<file path="config.mk">
export PLATFORM = sky130hd
export DESIGN_NAME = voice_allocator
export DESIGN_NICKNAME = d
export VERILOG_FILES = /design/src/rtl/voice_allocator.sv
export SDC_FILE = /design/constraint.sdc
export NUM_CORES = 1
export LEC_CHECK = 0
export CORE_MARGIN = 2
export CORE_UTILIZATION = 40
export DETAILED_ROUTE_END_ITERATION = 8
export PLACE_DENSITY = 0.74
export RECOVER_POWER = 50
export SYNTH_ARGS = -nofsm -noshare
export SYNTH_HDL_FRONTEND = slang
export SYNTH_SLANG_ARGS = --single-unit
</file>
<file path="constraint.sdc">
create_clock -name clk_i -period 4.5 [get_ports clk_i]
set_input_delay 0.45 -clock clk_i [delete_from_list [all_inputs] [get_ports clk_i]]
set_output_delay 0.45 -clock clk_i [all_outputs]
set_load 0.02 [all_outputs]
</file>
<file path="src/rtl/voice_allocator.sv">
// rtl/voice_allocator.sv - polyphonic voice allocator between MIDI event decoder and oscillator bank
module voice_allocator #(
  parameter int NUM_VOICES = 4,
  parameter int IDX_W      = 2,
  parameter int STEP_W     = 32
) (
  input  logic                  clk_i,
  input  logic                  rst_n_i,
  input  logic                  ev_valid_i,
  output logic                  ev_ready_o,
  input  logic                  ev_on_i,
  input  logic [6:0]            ev_note_i,
  input  logic [6:0]            ev_vel_i,
  input  logic [STEP_W-1:0]     ev_step_i,
  input  logic                  all_off_i,
  output logic                  voice_we_o,
  output logic [IDX_W-1:0]      voice_idx_o,
  output logic [STEP_W-1:0]     voice_step_o,
  output logic [NUM_VOICES-1:0] voice_gate_o,
  output logic                  steal_o,
  output logic                  busy_o
);

  localparam logic [IDX_W-1:0] LAST = IDX_W'(NUM_VOICES - 1);

  typedef enum logic [1:0] {IDLE, SCAN, WRITE} state_t;

  state_t            state;
  logic              run_q;
  logic [IDX_W-1:0]  sc;
  logic [IDX_W-1:0]  sp;
  logic              on_q;
  logic [6:0]        note_ev;
  logic [STEP_W-1:0] step_q;
  logic              match_found;
  logic [IDX_W-1:0]  match_idx;
  logic              free_found;
  logic [IDX_W-1:0]  free_idx;
  logic [6:0]        note_q [NUM_VOICES];
  logic              set_q;
  logic              clr_q;
  logic [IDX_W-1:0]  tgt_q;

  logic              hit;
  logic              vacant;
  logic              m_found_nx;
  logic [IDX_W-1:0]  m_idx_nx;
  logic              f_found_nx;
  logic [IDX_W-1:0]  f_idx_nx;
  logic [IDX_W-1:0]  on_tgt;
  logic              steal_nx;

  // Ready is held low until the first clock after reset release and during panic
  assign ev_ready_o = run_q && (state == IDLE) && !all_off_i;
  assign busy_o     = (state != IDLE);

  // Scan results including the voice examined this cycle, and the note-on target choice
  always_comb begin
    hit        = voice_gate_o[sc] && (note_q[sc] == note_ev);
    vacant     = !voice_gate_o[sc];
    m_found_nx = match_found || hit;
    m_idx_nx   = match_found ? match_idx : sc;
    f_found_nx = free_found || vacant;
    f_idx_nx   = free_found ? free_idx : sc;
    on_tgt     = sp;
    steal_nx   = 1'b0;
    if (m_found_nx) begin
      on_tgt = m_idx_nx;
    end else if (f_found_nx) begin
      on_tgt = f_idx_nx;
    end else begin
      on_tgt   = sp;
      steal_nx = 1'b1;
    end
  end

  // Allocator FSM: IDLE -> SCAN (one voice per cycle) -> WRITE -> IDLE; gate/notes commit at end of WRITE
  always_ff @(posedge clk_i or negedge rst_n_i) begin
    if (!rst_n_i) begin
      state        <= IDLE;
      run_q        <= 1'b0;
      sc           <= '0;
      sp           <= '0;
      on_q         <= 1'b0;
      note_ev      <= '0;
      step_q       <= '0;
      match_found  <= 1'b0;
      match_idx    <= '0;
      free_found   <= 1'b0;
      free_idx     <= '0;
      set_q        <= 1'b0;
      clr_q        <= 1'b0;
      tgt_q        <= '0;
      voice_we_o   <= 1'b0;
      voice_idx_o  <= '0;
      voice_step_o <= '0;
      voice_gate_o <= '0;
      steal_o      <= 1'b0;
      for (int v = 0; v < NUM_VOICES; v++) begin
        note_q[v] <= '0;
      end
    end else begin
      run_q      <= 1'b1;
      voice_we_o <= 1'b0;
      steal_o    <= 1'b0;
      if (all_off_i) begin
        // Panic aborts whatever is in flight; notes and steal pointer are kept
        voice_gate_o <= '0;
        state        <= IDLE;
      end else begin
        case (state)
          IDLE: begin
            if (ev_valid_i && ev_ready_o) begin
              // Velocity zero on a note-on is a note-off
              on_q        <= ev_on_i && (ev_vel_i != 7'd0);
              note_ev     <= ev_note_i;
              step_q      <= ev_step_i;
              sc          <= '0;
              match_found <= 1'b0;
              free_found  <= 1'b0;
              state       <= SCAN;
            end
          end
          SCAN: begin
            match_found <= m_found_nx;
            match_idx   <= m_idx_nx;
            free_found  <= f_found_nx;
            free_idx    <= f_idx_nx;
            if (sc == LAST) begin
              state <= WRITE;
              if (on_q) begin
                voice_we_o   <= 1'b1;
                voice_idx_o  <= on_tgt;
                voice_step_o <= step_q;
                steal_o      <= steal_nx;
                tgt_q        <= on_tgt;
                set_q        <= 1'b1;
                clr_q        <= 1'b0;
              end else begin
                tgt_q <= m_idx_nx;
                set_q <= 1'b0;
                clr_q <= m_found_nx;
              end
            end else begin
              sc <= sc + 1'b1;
            end
          end
          WRITE: begin
            state <= IDLE;
            if (set_q) begin
              voice_gate_o[tgt_q] <= 1'b1;
              note_q[tgt_q]       <= note_ev;
              if (steal_o) begin
                sp <= (sp == LAST) ? '0 : sp + 1'b1;
              end
            end
            if (clr_q) begin
              voice_gate_o[tgt_q] <= 1'b0;
            end
          end
          default: state <= IDLE;
        endcase
      end
    end
  end

endmodule

</file>
# ---- Word level (Yosys, flattened, before mapping)
# Index checks and enable logic that the tools add are counted.
dict set report totals {
  regBits 125
  in_bits 51
  out_inout_bits 42
  word_cells 114
}
dict set report classes {
  add_sub_neg 2
  order_cmp 6
  eq_ne 9
  mux 43
  n_bitwise 6
  reduce_logical 25
}
# cell count
set ops {}
lappend ops {{28-bit bitwise mux} 1}
lappend ops {{4-bit 2-to-1 mux} 6}
lappend ops {{2-bit 2-to-1 mux} 11}
lappend ops {{7-bit 2-to-1 mux} 3}
lappend ops {{7-bit binary-select mux with 2-bit select} 1}
lappend ops {{7-bit demux with 2-bit select} 1}
lappend ops {{1-bit 2-to-1 mux} 14}
lappend ops {{3-bit AND reduction} 4}
lappend ops {{4-bit AND reduction} 3}
lappend ops {{2-bit case mux with 2 select lines} 2}
lappend ops {{7-bit equality test} 1}
lappend ops {{1-bit logical AND} 7}
lappend ops {{7-bit nonzero test} 1}
lappend ops {{2-bit equality test (second input constant)} 3}
lappend ops {{3-bit >= comparator (second input constant)} 2}
lappend ops {{2-bit by 3-bit less-than comparator with 1-bit output (second input constant)} 2}
lappend ops {{2-bit NOT with 3-bit output} 2}
lappend ops {{2-bit nonzero test} 3}
lappend ops {{2-bit by 1-bit adder with 2-bit output (second input constant)} 2}
lappend ops {{4-bit AND} 1}
lappend ops {{4-bit NOT} 1}
lappend ops {{4-bit OR} 1}
lappend ops {{1-bit case mux with 2 select lines} 2}
lappend ops {{2-bit AND reduction} 2}
lappend ops {{13 further kinds} 15}

# ---- Longest topological paths before layout
dict set report depth {
  word_depth 12
  depth_mapped 9
  mapped_depth_nobuf 7
}

# ---- Least setup slack after synthesis
# Ideal clock, no wire load.
dict set report synth_path {
  path_kind {register to register}
  start {reg sc[0]}
  end {reg tgt_q[0]}
  setup_time_ps 126
  arrival_time_ps 2048
  required_ps 4374
  path_slack_ps 2326
  path_stages_with_launch 8
  path_buffers 1
  synth_period_minus_slack_ps 2174
  path_cell_list {dfrtp_1 > buf_6 > mux4_2 > xnor2_2 > nand2_2 > nor4_4 > nor3_2 > a221o_1}
}
dict set report synth_via {
  elab_chain_len 9
  word_cells_on_any_way 18
  cone_classes {eq/ne: 2; mux: 10; bitwise: 1; reduce/logical: 5}
}
# item line_no
set synth_lines {}
lappend synth_lines {{start: declaration} 30} ;# logic [IDX_W-1:0] sc;
lappend synth_lines {{start signal: assignment} 145} ;# sc <= sc + 1'b1;
lappend synth_lines {{2-bit NOT with 3-bit output (implied by the code)} 59} ;# hit = voice_gate_o[sc] && (note_q[sc] == note_ev);
lappend synth_lines {{7-bit binary-select mux with 2-bit select} 59}
lappend synth_lines {{7-bit 2-to-1 mux (implied by the code) (2 in series)} 59}
lappend synth_lines {{7-bit equality test} 59}
lappend synth_lines {{1-bit logical AND} 59}
lappend synth_lines {{1-bit logical OR} 61} ;# m_found_nx = match_found || hit;
lappend synth_lines {{2-bit 2-to-1 mux} 67} ;# if (m_found_nx) begin
lappend synth_lines {{2-bit 2-to-1 mux} 131} ;# if (on_q) begin
lappend synth_lines {{end signal: assignment} 136} ;# tgt_q <= on_tgt;
lappend synth_lines {{end signal: assignment} 140} ;# tgt_q <= m_idx_nx;
lappend synth_lines {{end: declaration} 42} ;# logic [IDX_W-1:0] tgt_q;
# Several ways; a longest one is shown, not always the timed one. The select of a mux whose other input is x is not followed.
# A chain may end at the register's enable or synchronous reset.

# ---- Final worst setup path
# Same ends and word-level chain as after synthesis.

==> reports/results.ini <==
[flow_run]
maxCapViolations = 1

[grt]
grt_pass1_vias = 4065
gr-usage-all-layers = 0.183
grt_first_pass_wirelength_mm = 20.1
antenna_found_initial = 0
grt.overflow.total = 0
grt_max_degree = 71

[placement]
port_buffers = 92
placed_cells = 774
gp_congestion = 0.839
dp_hpwl_mm = 8.00
place_ws_ns = 1.61

[hold_path]
min_path_type = in2async

[cts]
ctsRootBufferMaster = clkbuf_16
cts_tree = yes
clk_latency_ns = 0.41
clk_pin_slew_ns = 0.05
clock_sinks = 125
clockBufferDepth = 2
htree_levels = 4
cts_setup_buffers = 0
cts_buffers = 17

[sta]
finClkSkew_ns = 0.00513
setup_tns_ns = 0
relSlewSlack = -0.104
hold_viol_final = 0
timing.final.ws_setup_ns = 1.72
fmax_mhz = 360
hold_ws_ns = 0.399
tightestPinTransition_ns = 1.66
rsz0062_at_grt = no
drv_slew = 71
setup_viol = 0
finalCriticalPeriod_ns = 2.78
finalCritPeriodShare = 0.617

[logic_synthesis]
synth.distinct_cells = 50
synthTopCellsByArea = dfrtp_1, nand2_1, mux2_1
synth.top_cell.area_share = 0.591
ys_ff_latch = 125
synth_warnings = 0
syn_nets = 580
ys.flop_type = dfrtp_1
ys_seq_area_frac = 0.591
synthArstFlopShare = 1.00
synthCells = 527
synth_top_cell_by_area = dfrtp_1
synth_area_per_cell_um2 = 10.0
syn_area_um2 = 5290
synth_edf_count = 0

[worst_setup_path]
required_ns = 4.79
critPathMaxFanout = 21
end_kind = register
startpoint_type = register
criticalPathCategory = reg2reg
crit_arrival_ns = 3.07

[route]
ant_nets = 0
highest_layer = met4
vias = 3991
routed_via_density = 4.96
drc_errors = 0
drt_iter0_drc = 362
routed-wl-met3_um = 770
dr_wl_met2_mm = 5.94
drt_pass1_iterations = 4
wl_met1_mm = 5.23
wirelength_mm = 12.2
wire_per_inst_um = 15.2

[floorplanning]
die_w_um = 119
io_pins = 93
core_um2 = 13100
start_util = 0.405
die_y_um = 119
rows = 42
dieArea_um2 = 14200

[status]
violations = max-capacitance violations, max-slew violations
outcome = complete, but fails checks

[power]
irDropWorstVdd_v = 0.000193
leakage_uw = 0.00346
power.total_uw = 2930
powerDensity_nw_per_um2 = 422

[final_layout]
fin_cells = 805
final_common_cell = nand2_1
final_nets = 671
drive_gt1_frac = 0.0922
layout_common_cells = nand2_1, dfrtp_1, clkdlybuf4s50_1, clkbuf_16, mux2_1
antenna_cells = 0
area_growth_pct = 31.0

[sequential cells by signal, indices dropped and copies added (netlist names)]
signal        flops
free_found        1
step_q           32
steal_o           1
voice_idx_o       2
state             2
note_ev           7
run_q             1
on_q              1
clr_q             1
sc                2
voice_step_o     32
voice_gate_o      4
match_found       1
tgt_q             2
note_q           28
match_idx         2
sp                2
voice_we_o        1
set_q             1
free_idx          2
[path summary, 6_finish.rpt]
check | start | endpoint | slack [ns] | depth (start not counted)
hold reg to reg | step_q[21]$_DFFE_PN0P_ | voice_step_o[21]$_DFFE_PN0P_ | 0.46 | 2
setup reg to reg | sc[0]$_DFFE_PN0P_ | tgt_q[0]$_DFFE_PN0P_ | 1.72 | 6
hold / removal | rst_n_i | sp[0]$_DFFE_PN0P_ | 0.40 | 2
min in group clk_i | step_q[21]$_DFFE_PN0P_ | voice_step_o[21]$_DFFE_PN0P_ | 0.46 | 2
setup / recovery | sc[0]$_DFFE_PN0P_ | tgt_q[0]$_DFFE_PN0P_ | 1.72 | 6
max in group asynchronous | rst_n_i | voice_step_o[6]$_DFFE_PN0P_ | 2.27 | 3
[final cells by class]
type	count	area (um^2)
tap	176	220
timing repair buffer	98	960
fill	1137	6150
multi-input combinational	369	2020
inverter	7	26.3
sequential	125	3130
clock buffer	23	488
clock inverter	7	87.6
[timing repair]
item,4_1_cts,5_1_grt
hold buffers,1,0
hold endpoints to repair,2,0
gates resized for setup,0,0
[power breakdown]
part           switching, uW  total [uW]  internal [uW]  leakage (uW)
clock network            458        1320            862      0.000285
logic                    143         284            141       0.00150
registers                101        1320           1220       0.00168
total                    702        2930           2230       0.00346
[worst max-delay path, stage by stage, from the launching register on]
cell and delay [ns]:
dfrtp_1 0.83, mux4_1 0.66, xnor2_1 0.18, nand2_2 0.10
nor4_4 0.44, nor3_2 0.11, a221o_1 0.32
[metal layers]
layer  vias up  global-route usage
met4         0              0.0737
met3        22              0.0642
met1      1942               0.237
li1       1890                   -
met5         -                   0
met2       137               0.280
[Yosys cell counts, types with 3 or more instances]
library cell	count
nand2_1	236
dfrtp_1	125
clkbuf_1	20
mux2_1	16
o21ai_0	14
mux2_2	13
a21oi_1	12
nor2_1	10
mux2i_1	9
xnor2_1	5
and3_1	4
inv_1	4
mux4_2	4
nor2b_1	4
a211oi_1	3
buf_1	3
inv_2	3
nand2b_1	3
nor3b_1	3
[cells by family after synthesis]
logic type,synth area share
flops,0.591
fa+ha+maj,0.00473
mux,0.101
xor+xnor,0.0113
buf+inv,0.0269
simple gates,0.210
other cells,0.000708
compound gates,0.0544
[per-stage QoR]
stage	instance area, um^2	util
after global routing	6930	0.530
final	6930	0.530
after global placement	6350	0.486
after detailed placement	6350	0.486
after floorplan	5290	-
after CTS	6940	0.530
No activity file was read; power rests on OpenSTA's default activity.
